===== src/rtl/signed_mul_pipelined.sv =====
// Signed full-width multiplier with start/busy/done handshake and a
// configurable number of product register stages.
//
// state  | meaning
// -------+--------------------------------------------------------------
// S_IDLE | waiting for start; busy=0; done may pulse here for one cycle
// S_RUN  | operation in flight; stage counter runs down to terminal count
module signed_mul_pipelined #(
  parameter int AW              = 32,
  parameter int BW              = 32,
  parameter int PIPELINE_STAGES = 1,
  localparam int OUTW           = AW + BW
) (
  input  logic            clk,
  input  logic            rst_n,
  input  logic            start,
  input  logic [AW-1:0]   a_in,
  input  logic [BW-1:0]   b_in,
  output logic            busy,
  output logic            done,
  output logic [OUTW-1:0] p_out
);

  localparam int STG = (PIPELINE_STAGES < 1) ? 1 : PIPELINE_STAGES;
  localparam int CW  = $clog2(STG + 1);

  typedef enum logic {S_IDLE = 1'b0, S_RUN = 1'b1} state_t;

  state_t          state_q, state_d;
  logic [CW-1:0]   cnt_q, cnt_d, cnt_dec;
  logic            done_q, done_d;
  logic            accept, finish;
  logic [AW-1:0]   a_q;
  logic [BW-1:0]   b_q;
  logic [OUTW-1:0] a_ext, b_ext, prod, p_src, p_q;

  // Operands are sign-extended to the full product width, so the low OUTW
  // bits of an unsigned multiply are the exact two's-complement product.
  assign a_ext = {{BW{a_q[AW-1]}}, a_q};
  assign b_ext = {{AW{b_q[BW-1]}}, b_q};
  assign prod  = a_ext * b_ext;

  // State, stage counter and done flag registers
  always_ff @(posedge clk or posedge rst_n) begin
    if (rst_n) begin
      state_q <= S_IDLE;
      cnt_q   <= '0;
      done_q  <= 1'b0;
    end else begin
      state_q <= state_d;
      cnt_q   <= cnt_d;
      done_q  <= done_d;
    end
  end

  // Next-state: load counter on accept, finish when it hits terminal count
  always_comb begin
    state_d = state_q;
    cnt_d   = cnt_q;
    done_d  = 1'b0;
    accept  = 1'b0;
    finish  = 1'b0;
    cnt_dec = cnt_q - CW'(1);
    case (state_q)
      S_IDLE: begin
        if (start) begin
          accept  = 1'b1;
          cnt_d   = CW'(STG);
          state_d = S_RUN;
        end
      end
      S_RUN: begin
        if (cnt_dec == '0) begin
          finish  = 1'b1;
          done_d  = 1'b1;
          cnt_d   = '0;
          state_d = S_IDLE;
        end else begin
          cnt_d = cnt_dec;
        end
      end
      default: state_d = S_IDLE;
    endcase
  end

  // Outputs are straight decodes of registers only
  always_comb begin
    busy  = (state_q == S_RUN);
    done  = done_q;
    p_out = p_q;
  end

  // Operand capture on the accepting edge
  always_ff @(posedge clk or posedge rst_n) begin
    if (rst_n) begin
      a_q <= '0;
      b_q <= '0;
    end else if (accept) begin
      a_q <= a_in;
      b_q <= b_in;
    end
  end

  // STG-1 intermediate product registers sit between the operand registers
  // and p_out, giving STG edges from accept to result; retiming can spread
  // the multiplier across them.
  if (STG == 1) begin : g_direct
    assign p_src = prod;
  end else begin : g_pipe
    logic [OUTW-1:0] pipe_q [STG-1];

    // Free-running product shift chain
    always_ff @(posedge clk or posedge rst_n) begin
      if (rst_n) begin
        for (int k = 0; k < STG - 1; k++) pipe_q[k] <= '0;
      end else begin
        pipe_q[0] <= prod;
        for (int k = 1; k < STG - 1; k++) pipe_q[k] <= pipe_q[k-1];
      end
    end

    assign p_src = pipe_q[STG-2];
  end

  // Result register: updates only on the edge that raises done
  always_ff @(posedge clk or posedge rst_n) begin
    if (rst_n) begin
      p_q <= '0;
    end else if (finish) begin
      p_q <= p_src;
    end
  end

endmodule


===== config.mk =====
export PLATFORM = sky130hd
export DESIGN_NAME = signed_mul_pipelined
export DESIGN_NICKNAME = d
export VERILOG_FILES = /design/src/rtl/signed_mul_pipelined.sv
export SDC_FILE = /design/constraint.sdc
export NUM_CORES = 2
export LEC_CHECK = 0
export CAP_MARGIN = 40
export CORE_MARGIN = 2
export CORE_UTILIZATION = 45
export DETAILED_ROUTE_END_ITERATION = 10
export PLACE_DENSITY_LB_ADDON = 0.25
export RECOVER_POWER = 25
export REMOVE_ABC_BUFFERS = 1
export SYNTH_ARGS = -nofsm -noshare
export SYNTH_HDL_FRONTEND = slang
export SYNTH_SLANG_ARGS = --single-unit

===== constraint.sdc =====
create_clock -name clk -period 10.6 [get_ports clk]
set_clock_uncertainty 0.2 [all_clocks]
set_input_delay 1.59 -clock clk [delete_from_list [all_inputs] [get_ports clk]]
set_output_delay 1.59 -clock clk [all_outputs]
set_load 0.005 [all_outputs]

; ---- Yosys cells after proc, flatten, opt, wreduce, memory -nomap -nowiden
; Index checks and enable logic that the tools add are counted.
[totals]
word_cells = 18
out_inout_bits = 66
in_bits = 67
regBits = 131
[classes]
bitwise = 1
n_addsub = 1
mux = 8
n_eq_ne = 1
mul = 1
[ops]
columns = operator, count
row1 = $mul 32x32->64, 1
row2 = $mux 1, 6
row3 = $pmux 1 s2, 2
row4 = $ne 2x2->1 const B, 1
row5 = $not 1->1, 1
row6 = $sub 1x1->1 const B, 1

; ---- Depth between registers and ports, before layout
[logic_depth]
word_depth = 3
ltp_mapped = 28
depth_no_buf = 26

; ---- Worst setup path before layout
; Ideal clock, no wire load.
[synth_path]
kind = register to register
startpoint = register a_q[31]
endpoint = register p_q[63] (netlist: p_out[63])
path_stages_with_launch = 26
path_buffers = 1
arrival_time_ns = 7.372
setup_time_ns = 0.122
slack_ns = 2.907
period_less_slack_ns = 7.693
t_required_ns = 10.278
cell_sequence = dfrtp_1 > clkbuf_1 > nand2_1 > inv_1 > fa_1 > fa_1 > fa_1 > fa_1 > inv_1 > fa_1 > inv_1 > fa_1 > inv_1 > fa_1 > inv_1 > fa_1 > ha_1 > a21oi_1 > o21ai_0 > a31oi_1 > inv_1 > and2_1 > o31ai_2 > o2111ai_1 > mux2i_1 > nand2_1
[synth_via]
elab_chain_cells = 1
[synth_lines]
columns = element, line_no
row1 = "start, declared", 33  ; logic [AW-1:0] a_q;
row2 = "start signal, assigned", 99  ; a_q <= a_in;
row3 = $mul 32x32->64, 41  ; assign prod = a_ext * b_ext;
row4 = "end signal, assigned", 130  ; p_q <= p_src;
row5 = "end, declared", 35  ; logic [OUTW-1:0] a_ext, b_ext, prod, p_src, p_q;
; Every way passes these cells.
; A chain may end at the register's enable or synchronous reset.

; ---- Final worst setup path
[layout_path]
startpoint = register b_q[9]
endpoint = register p_q[52] (netlist: p_out[52])
[layout_via]
elab_chain_cells = 1
[layout_lines]
columns = element, line_no
row1 = "start, declared", 34  ; logic [BW-1:0] b_q;
row2 = "start signal, assigned", 100  ; b_q <= b_in;
row3 = $mul 32x32->64, 41
; Every way passes these cells.

==> flow_summary_export.csv <==
group,metric,value,unit
die,die-area,93470,sq um
sta,fin_crit_sh,81.86,%
clocking,ctsResizeCount,0,
sta,slew_headroom,-161.2,%
synthesis,async_reset_ff_share,100.0,%
die,ios,133,
clocking,clock_sinks,131,
placement,globalplace.congestion,0.9339,
layout,utilization,49.04,%
critical_path,r2r-start,"b_q[9]",
synthesis,synth-seq-area-share,8.002,%
critical_path,crit_path_start_kind,"flip-flop",
clocking,htree_levels,4,
routing,vias_per_cell,5.329,
clocking,hold_buffers,0,
critical_path,reg2reg_slack,1.92,ns
critical_path,cp_data_arrival_time,8.81,ns
synthesis,synthDistinctLibCells,69,
clocking,cts_setup_buffers,0,
hold_path,hp-start,"p_out[20]",
critical_path,reg2reg_depth,25,
run_status,status,"finished with violations",
sta,rsz0062_at_grt,"false",
grt,grt_usage,26.71,%
hold_path,whs_path_depth,2,
sta,slew_viol_final,139,
synthesis,avgSynthCellArea,9.665,sq um
grt,grt-ovfl-total,0,
hold_path,hold_class,"flip-flop to flip-flop",
synthesis,synth_cells,4239,
layout,final_layout_size_suffix_gt1_share,4.700,%
critical_path,critPathMaxFanout,18,
critical_path,cp.required,10.73,ns
sta,tightestPinTransition,3.918,ns
critical_path,worst-setup-path-type,"flip-flop to flip-flop",
die,coreArea,90150,sq um
sta,finalSetupTns,0,ns
critical_path,endpoint_kind,"flip-flop",
clocking,cts_root_buf,"clkbuf_16",
routing,first_pass_iters,5,
sta,setup_viol,0,
clocking,clk_pin_slew,0.08,ns
clocking,cts_tree,"yes",
sta,max_freq,0.1153,GHz
run_status,violations,"max-capacitance violations, max-slew violations",
layout,final_nets,5575,
run,cap_violations,3,
routing,drc,0,
sta,fin_crit,8.677,ns
synthesis,synth_edf_count,0,
critical_path,r2r_end,"p_out[52]",
grt,antenna_found_initial,4,
die,rows,110,
routing,drtIter0Drc,1805,
synthesis,synthFlopType,"dfrtp_1",
placement,dp_hpwl,96.51,mm
hold_path,hold_end,"p_out[20]",
clocking,clock_latency,0.53,ns
grt,grt_pass1_vias,31820,
layout,area_growth,7.916,%
grt,grt_first_pass_wirelength,187.2,mm
clocking,clk_path_buf_depth,2,
die,die_h,305.7,um
clocking,cts_inserted_buffers,17,
synthesis,syn_area,40970,sq um
routing,vias,28960,
sta,finalHoldViolCount,0,
routing,wire_per_inst,21.80,um
synthesis,yosys_warnings,0,
die,dieWidth,305.7,um
routing,wirelength,118.5,mm
die,start_util,45.44,%
synthesis,synth-seq-cells,131,
placement,portBuffers,132,
grt,grt_start_max_net_pins,74,
routing,ant_nets,0,
-- metal layers --
layer / GRT usage (%) / part of all wire [%]
met1: 35.05 / 40
met2: 45.55 / 50
met3: 3.577 / 6.0
met4: 9.451 / 3.7
met5: 0 / 0
-- final cells by class --
cell class | count | area, sq um
Antenna cell | 4 | 10.01
Tap cell | 1176 | 1471
Fill cell | 8421 | 45940
Inverter | 958 | 3597
Timing Repair Buffer | 206 | 2002
Multi-Input combinational cell | 2928 | 33260
Clock inverter | 15 | 157.7
Sequential cell | 131 | 3288
Clock buffer | 17 | 425.4
-- cell families after synthesis --
kind of cell / count (synthesis) / synth area share, %
xor+xnor: 59 / 1.261
fa+ha+maj: 1266 / 58.49
mux: 64 / 1.756
buf+inv: 1180 / 10.83
simple gates: 1278 / 15.42
compound gates: 261 / 4.236
flops: 131 / 8.002
-- worst max-delay path, stage by stage, from the launching register on --
cell and delay, ns:
dfrtp_1 0.83, buf_4 0.37, and2_1 0.19, fa_1 0.45, fa_1 0.57, inv_1 0.06, fa_1 0.49, fa_1 0.51
inv_1 0.05, fa_1 0.55, fa_1 0.43, fa_1 0.49, inv_1 0.08, fa_1 0.49, inv_1 0.04, ha_1 0.34
a21o_1 0.20, a21o_1 0.20, a2111oi_0 0.48, o21ai_0 0.17, buf_4 0.20, o2111ai_2 0.28, nand2_1 0.17, a21o_1 0.23
xnor2_1 0.27, o21ai_0 0.12
-- stage by stage --
stage | worst slack, ns | hold slack, ns | instances | area (sq um)
finish | 1.923 | 0.2801 | 5435 | 44210
global placement | 1.846 | 0.2569 | 5391 | 43440
global route | 1.395 | 0.3188 | 5431 | 44200
detailed placement | 2.044 | 0.2730 | 5399 | 43660
CTS | 1.995 | 0.2894 | 5431 | 44240
floorplan | 2.667 | 0.2628 | 4017 | 40130
-- layout by cell type, fill, tap and decap left out, types with 4 or more instances in the layout --
cell type	count
ha_1	184
clkdlybuf4s50_1	131
a21o_1	26
dfrtp_1	123
inv_8	4
o21ai_1	7
dfrtp_2	8
a21oi_1	63
xnor2_1	40
or3_1	7
o21bai_1	12
nand4_1	12
and2_1	515
inv_6	7
fa_1	1082
diode_2	4
nand2b_1	10
and3_1	9
buf_4	65
nand3_1	11
o21ai_0	79
nand2_1	606
nor2b_1	7
o31ai_1	6
xor2_1	19
inv_1	956
clkbuf_16	17
o211ai_1	6
a211oi_1	5
o21a_1	10
buf_16	6
nor3_1	19
mux2_2	63
nor2_1	65
-- flip-flops by register name (all words and copies together), names as in the netlist --
| name | cells |
|---|---|
| cnt_q | 1 |
| done | 1 |
| a_q | 32 |
| p_out | 64 |
| busy | 1 |
| b_q | 32 |
-- worst max path at each step --
stage / start / to / slack, ns / cells after the start
after CTS: b_q[8] / p_out[58] / 2.00 / 20
after floorplan: b_q[2] / p_out[61] / 2.67 / 24
after global placement: b_q[7] / p_out[63] / 1.85 / 25
after global routing: b_q[6] / p_out[61] / 1.39 / 26
after detailed placement: a_q[8] / p_out[63] / 2.04 / 25
final: b_q[9] / p_out[52] / 1.92 / 25
-- synth_stat cells, drive strengths merged, types with 13 or more instances --
cell type / count / area [sq um]
clkbuf: 209 / 784.5
a21oi: 65 / 332.8
nor2: 65 / 244.0
xor2: 19 / 166.4
o21ai: 86 / 430.4
and2: 515 / 3222
nor3: 19 / 95.09
dfrtp: 131 / 3278
fa: 1082 / 21660
ha: 184 / 2302
inv: 957 / 3592
nand2: 606 / 2275
mux2: 63 / 709.4
buf: 13 / 57.56
xnor2: 40 / 350.3
a21o: 26 / 195.2
Power is not shown: default switching activity piles up to over one toggle a cycle in this logic, so the estimate is an artifact.
